===== config.mk =====
export PLATFORM = sky130hd
export DESIGN_NAME = prbs_word_gen
export DESIGN_NICKNAME = d
export VERILOG_FILES = /design/src/rtl/prbs_word_gen.sv
export SDC_FILE = /design/constraint.sdc
export NUM_CORES = 1
export LEC_CHECK = 0
export CELL_PAD_IN_SITES_DETAIL_PLACEMENT = 0
export CELL_PAD_IN_SITES_GLOBAL_PLACEMENT = 1
export CORE_ASPECT_RATIO = 1.75
export CORE_MARGIN = 2
export CORE_UTILIZATION = 38
export CTS_CLUSTER_SIZE = 30
export DETAILED_ROUTE_END_ITERATION = 7
export GPL_ROUTABILITY_DRIVEN = 0
export GPL_TIMING_DRIVEN = 0
export PLACE_DENSITY_LB_ADDON = 0.1
export SLEW_MARGIN = 20
export SYNTH_ARGS = -nofsm -noshare
export SYNTH_HDL_FRONTEND = slang
export SYNTH_SLANG_ARGS = --single-unit

===== constraint.sdc =====
create_clock -name clk -period 2.3 [get_ports clk]
set_input_delay 0.69 -clock clk [delete_from_list [all_inputs] [get_ports clk]]
set_output_delay 0.69 -clock clk [all_outputs]
set_load 0.02 [all_outputs]

===== src/rtl/prbs_word_gen.sv =====
// ---------------------------------------------------------------------------
// prbs_word_gen
//   Multi-polynomial PRBS word generator (PRBS7/15/23/31) with a valid/ready
//   output stream. Each generated word holds WORD_WIDTH fresh LFSR output
//   bits, first-generated bit in the MSB. The seed is runtime-loadable and
//   the polynomial is latched together with the seed.
//
//   Optional feature macro: PRBS_ERR_INJ_EN
//     When defined, adds input err_inj. A pulse arms a one-shot flag that
//     inverts out_data[0] of the next generated word (LFSR state untouched).
//
// Ports
//   clk        clock
//   rst        synchronous active-high reset
//   mode       polynomial select: 0=PRBS7 1=PRBS15 2=PRBS23 3=PRBS31
//   seed_load  one-cycle pulse: load seed, latch mode, drop pending word
//   seed       seed value, low L bits used (L = active length)
//   en         run request
//   err_inj    (PRBS_ERR_INJ_EN only) arm one-shot LSB inversion
//   out_data   generated word
//   out_valid  out_data is valid
//   out_ready  consumer ready; accept = out_valid && out_ready
//   word_cnt   accepted-word counter, wraps modulo 2^CNT_WIDTH
//   busy       FSM not in IDLE
// ---------------------------------------------------------------------------
module prbs_word_gen #(
  parameter int          WORD_WIDTH   = 5,
  parameter int          CNT_WIDTH    = 16,
  parameter logic [30:0] DEFAULT_SEED = 31'h3552_8C9F
) (
  input  logic                  clk,
  input  logic                  rst,
  input  logic [1:0]            mode,
  input  logic                  seed_load,
  input  logic [30:0]           seed,
  input  logic                  en,
`ifdef PRBS_ERR_INJ_EN
  input  logic                  err_inj,
`endif
  output logic [WORD_WIDTH-1:0] out_data,
  output logic                  out_valid,
  input  logic                  out_ready,
  output logic [CNT_WIDTH-1:0]  word_cnt,
  output logic                  busy
);

  typedef enum logic [1:0] {IDLE, RUN, STALL} state_t;

  state_t                  state_q, state_d;
  logic [30:0]             lfsr_q;
  logic [1:0]              mode_q;
  logic                    gen;
  logic                    accept;
  logic [30:0]             gen_lfsr;
  logic [WORD_WIDTH-1:0]   gen_word;
  logic                    fb;

  // Mask of the active register length for a polynomial.
  function automatic logic [30:0] len_mask(input logic [1:0] m);
    case (m)
      2'd0:    len_mask = 31'h0000_007F;
      2'd1:    len_mask = 31'h0000_7FFF;
      2'd2:    len_mask = 31'h007F_FFFF;
      default: len_mask = 31'h7FFF_FFFF;
    endcase
  endfunction

  // Masked seed; an all-zero state would lock the LFSR, so use all-ones.
  function automatic logic [30:0] seed_fix(input logic [30:0] s, input logic [1:0] m);
    logic [30:0] masked;
    masked = s & len_mask(m);
    seed_fix = (masked == 31'd0) ? len_mask(m) : masked;
  endfunction

  // Fibonacci feedback: s[a-1] ^ s[b-1] for taps (a,b).
  function automatic logic lfsr_fb(input logic [30:0] s, input logic [1:0] m);
    case (m)
      2'd0:    lfsr_fb = s[6]  ^ s[5];
      2'd1:    lfsr_fb = s[14] ^ s[13];
      2'd2:    lfsr_fb = s[22] ^ s[17];
      default: lfsr_fb = s[30] ^ s[27];
    endcase
  endfunction

  // WORD_WIDTH unrolled LFSR steps; each step's feedback bit is the output bit.
  always_comb begin
    gen_lfsr = lfsr_q;
    gen_word = '0;
    fb       = 1'b0;
    for (int i = 0; i < WORD_WIDTH; i++) begin
      fb                         = lfsr_fb(gen_lfsr, mode_q);
      gen_word[WORD_WIDTH-1-i]   = fb;
      gen_lfsr                   = {gen_lfsr[29:0], fb} & len_mask(mode_q);
    end
  end

  assign out_valid = (state_q != IDLE);
  assign busy      = (state_q != IDLE);
  assign accept    = out_valid && out_ready;

  // Next state; seed_load and rst override this in the register process.
  always_comb begin
    state_d = state_q;
    gen     = 1'b0;
    case (state_q)
      IDLE: begin
        if (en) begin
          gen     = 1'b1;
          state_d = RUN;
        end
      end
      RUN, STALL: begin
        if (accept) begin
          if (en) begin
            gen     = 1'b1;
            state_d = RUN;
          end else begin
            state_d = IDLE;
          end
        end else begin
          state_d = STALL;
        end
      end
      default: state_d = IDLE;
    endcase
  end

`ifdef PRBS_ERR_INJ_EN
  logic                  inj_q;
  logic [WORD_WIDTH-1:0] word_out;

  always_comb begin
    word_out    = gen_word;
    word_out[0] = gen_word[0] ^ inj_q;
  end

  // One-shot flag: consumed by the next registered word, re-armed by a pulse.
  always_ff @(posedge clk) begin
    if (rst || seed_load) begin
      inj_q <= 1'b0;
    end else begin
      inj_q <= (inj_q && !gen) || err_inj;
    end
  end
`else
  logic [WORD_WIDTH-1:0] word_out;
  assign word_out = gen_word;
`endif

  // State register / output word / counter
  always_ff @(posedge clk) begin
    if (rst) begin
      state_q  <= IDLE;
      lfsr_q   <= seed_fix(DEFAULT_SEED, 2'd3);
      mode_q   <= 2'd3;
      out_data <= '0;
      word_cnt <= '0;
    end else if (seed_load) begin
      state_q  <= IDLE;
      lfsr_q   <= seed_fix(seed, mode);
      mode_q   <= mode;
      word_cnt <= '0;
    end else begin
      state_q <= state_d;
      if (gen) begin
        lfsr_q   <= gen_lfsr;
        out_data <= word_out;
      end
      if (accept) begin
        word_cnt <= word_cnt + 1'b1;
      end
    end
  end

endmodule


# After elaboration in Yosys (flattened, before gate mapping)
# Index checks and enable logic that the tools add are counted.
[classes]
add_sub_neg = 1
n_eq_ne = 7
n_mux = 19
n_bitwise = 27
reduce_logical = 10
[op_table]
columns = ["cell", "count"]
rows = [
  ["31-bit AND", 6],
  ["31-bit one-hot mux with 3 select lines", 2],
  ["31-bit two-way mux", 5],
  ["31-bit logical NOT", 1],
  ["1-bit XOR", 20],
  ["16-bit by 1-bit adder with 16-bit output, second input constant", 1],
  ["1-bit one-hot mux with 3 select lines", 5],
  ["2-bit by 1-bit == test with 1-bit output, second input constant", 3],
  ["2-bit == test, second input constant", 3],
  ["2-bit logical NOT", 3],
  ["2-bit two-way mux", 2],
  ["2-bit one-hot mux with 2 select lines", 1],
  ["2-bit nonzero test", 2],
  ["2-bit OR reduction", 2],
  ["1-bit two-way mux", 3],
  ["2-bit != test, second input constant", 1],
  ["1-bit one-hot mux with 2 select lines", 1],
  ["2-bit AND reduction", 1],
  ["1-bit logical AND", 1],
  ["1-bit inverter", 1],
]
[totals]
ff_bits = 56
inputBits = 38

# Logic depth before layout (Yosys ltp)
[depth]
ltp_word = 17
depth_mapped = 9
ltp_nobuf = 7

# Least setup slack after synthesis
# No wires, ideal clock.
[synth_path]
path_type = "input port to flip-flop"
start = "input port seed[7]"
end = "register lfsr_q[15]"
arrival_time_ps = 1890
t_required_ps = 2231
setup_slack_ps = 342
stages = 5
path_buffers = 0
path_cell_list = "nor4_2 nand2_1 or4_4 and4b_1 o21ai_1"
[synth_between]
elab_chain_len = 4
[synth_lines]
columns = ["item", "line", "rtl"]
rows = [
  ["start, declared", "35", "input logic [30:0] seed,"],
  ["31-bit AND", "71", "masked = s & len_mask(m);"],
  ["31-bit logical NOT", "72", "seed_fix = (masked == 31'd0) ? len_mask(m) : masked;"],
  ["31-bit two-way mux", "72", ""],
  ["31-bit two-way mux", "158", "end else if (seed_load) begin"],
  ["end signal, assigned", "154", "lfsr_q <= seed_fix(DEFAULT_SEED, 2'd3);"],
  ["end signal, assigned", "160", "lfsr_q <= seed_fix(seed, mode);"],
  ["end signal, assigned", "166", "lfsr_q <= gen_lfsr;"],
  ["end, declared", "50", "logic [30:0] lfsr_q;"],
]
# No other way between the ends.
# A chain may end at the register's enable or synchronous reset.

# Final worst setup path
[layout_path]
start = "input port seed[3]"
end = "register lfsr_q[17]"
# The elaborated chain is that of the path after synthesis.

==> flow_summary.ini <==
[status]
status = completed

[timing]
tightestPinTransition_ns = 0.580
finalSetupViolations = 0
finClkSkew_ns = 0.00432
whs_ns = 0.506
finalHoldViolCount = 0
max_freq_ghz = 0.450
finalSetupTns_ns = 0
fin_crit_sh_pct = 96.6
rsz0062_at_grt = true
drv_slew = 0
slew_headroom_pct = 61.3
fin_crit_ns = 2.22
layout_setup_ws_ns = 0.0789

[detailed_routing]
met1_length_um = 3220
num_vias = 2875
met2RoutedLength_um = 5330
drtIter0Drc = 134
drc_errors = 0
top_layer_used = met4
via_per_inst = 5.48
drtAntennaViolNets = 0
wl_met3_um = 276
wl_per_cell_um = 17.3
drt_wl_total_um = 9080
dr.pass1.iters = 4

[final_layout]
layout-drive-gt1-share_pct = 9.20
fin_area_um2 = 4000
final_common_cell = dfxtp_1
most-common-layout-cells = dfxtp_1, clkdlybuf4s50_1, nand2_1, nand3_1, nor2_1
n_antenna_cell = 0
nets = 475
areaGrowthSynthToFinish_pct = 32.7

[job]
cap_violations = 0

[pwr]
power_switching_uw = 638
ir_worst_vdd_uv = 417
p_total_mw = 2.32
pwr-share-comb_pct = 19.4
pwr-share-clk_pct = 34.1
power_density_nw_per_um2 = 580
sequentialPowerShare_pct = 46.5
power_leakage_nw = 1.50
sw_frac_of_total_pct = 27.5
p_int_mw = 1.68

[worst_setup_path]
crit_type = input pin to flip-flop
crit_start = seed[3]
start_kind = input pin
required_ns = 2.54
rr_startpoint = state_q[0]
crit_fanout = 4
worst_ep_arrival_time_ns = 2.46
crit_path_end_kind = flip-flop

[global_routing]
grt_pass1_wl_um = 14700
grt_pass1_vias = 2891
gr-total-overflow = 0
grt_max_degree = 17
antenna_found_initial = 0
grt_util_all_layers_pct = 22.1

[clocking]
hold_buffers = 0
clk_pin_slew_ns = 0.07
clockBufferDepth = 2
root_buffer = clkbuf_16
cts_tree = built
htree_levels = 2
cts_made_buffers = 5
cts_num_sinks = 56
clk_latency_ns = 0.30

[logic_synthesis]
syn_inst = 368
seq_area_frac_synth_pct = 37.2
syn_nets = 409
synth_adder_area_share_pct = 1.25
synthFlopType = dfxtp_1
async_flop_share_pct = 0
synth_cell_types = 41
synth-compound-area-share_pct = 18.3
netlist_area_um2 = 3010
yosys.area_share.simple_pct = 24.6
synth_seq_cells = 56
muxShareOfSynthArea_pct = 5.07
synth-xor-area-share_pct = 9.31
synth_top_family_by_area = simple AND/OR/NAND/NOR gates
synth.avg_cell_area_um2 = 8.18
synth_edf_count = 0
yosys_warnings = 0

[floorplanning]
die_w_um = 71.3
start_util_pct = 38.6
ios = 61
die_area_um2 = 8680
row_count = 43
fp.dieH_um = 122
core_area_um2 = 7800

[min_path]
hp-class = flip-flop to flip-flop
hp-start = out_data[1]

[place]
portBuffers = 59
place.detailed.hpwl_um = 7270
dpl_worst_slack_ns = -0.653
place_area_um2 = 3710
[worst max-delay path, cell delays in order]
cell and delay [ns]:
clkdlybuf4s50_1 0.47, nor3_2 0.24, nand3_2 0.16, or4_4 0.57, and4b_1 0.21, o21ai_1 0.11
[layer usage]
metal / vias up / track usage [%]
li1: 1447 / -
met1: 1352 / 21.9
met2: 62 / 44.5
met3: 14 / 3.23
met4: 0 / 8.14
met5: - / 0
[power groups by stage]
| stage | sequential [mW] | combinational (mW) | clock [mW] |
|---|---|---|---|
| 2_1_floorplan | 1.09 | 0.263 | 0 |
| 3_3_place_gp | 1.10 | 0.434 | 0 |
| 3_5_place_dp | 1.10 | 0.438 | 0 |
| 4_1_cts | 1.08 | 0.446 | 0.803 |
| 5_1_grt | 1.08 | 0.490 | 0.844 |
| 6_report | 1.08 | 0.449 | 0.790 |
[worst paths after layout]
check	endpoint	slack (ns)	cells after the start
worst max register to register	lfsr_q[26]	0.31	8
worst min register to register	out_data[1]	0.51	2
worst max-delay path	lfsr_q[17]	0.08	6
worst min-delay path	out_data[1]	0.51	2
[logic make-up after synthesis]
logic type / after synthesis
XOR/XNOR: 32
AND/OR/NAND/NOR: 151
adder cells (fa/ha/maj): 3
multiplexers: 9
flip-flops: 56
buffers and inverters: 31
AO/OA/AOI/OAI: 86
[flip-flops by register name, indices dropped and copies added (netlist names)]
register	count
lfsr_q	31
word_cnt	16
state_q	2
mode_q	2
out_data	5
[cells in the mapped netlist, types with 8 or more instances]
library cell / instances / area (um2)
a21o_1: 15 / 113
a21oi_1: 28 / 140
a31oi_1: 8 / 50.1
and3_1: 11 / 68.8
clkbuf_1: 12 / 45.0
dfxtp_1: 56 / 1120
nand2_1: 46 / 173
nand3_1: 32 / 160
nor2_1: 29 / 109
o21ai_1: 13 / 65.1
xnor2_1: 25 / 219
[metrics by stage]
stage,utilization (%),std cells
after global routing,51.2,525
after CTS,50.2,525
after detailed placement,47.6,517
final,51.2,525
after floorplan,-,368
after global placement,47.6,517
[final cells by class]
type | count | area (um2)
flip-flops and latches | 56 | 1120
inverters | 7 | 26.3
multi-input cells | 281 | 1850
well taps | 90 | 113
clock inverters | 1 | 7.51
repair buffers | 60 | 618
fillers | 767 | 3810
plain buffers | 23 | 116
clock buffers | 7 | 143
[what timing repair did]
item / in CTS / in global routing
gates resized for setup: 12 / 26
setup endpoints to repair: 33 / 30
setup buffers: 1 / 0
pin swaps: 4 / 11
Power figures use the tool's default switching activity.
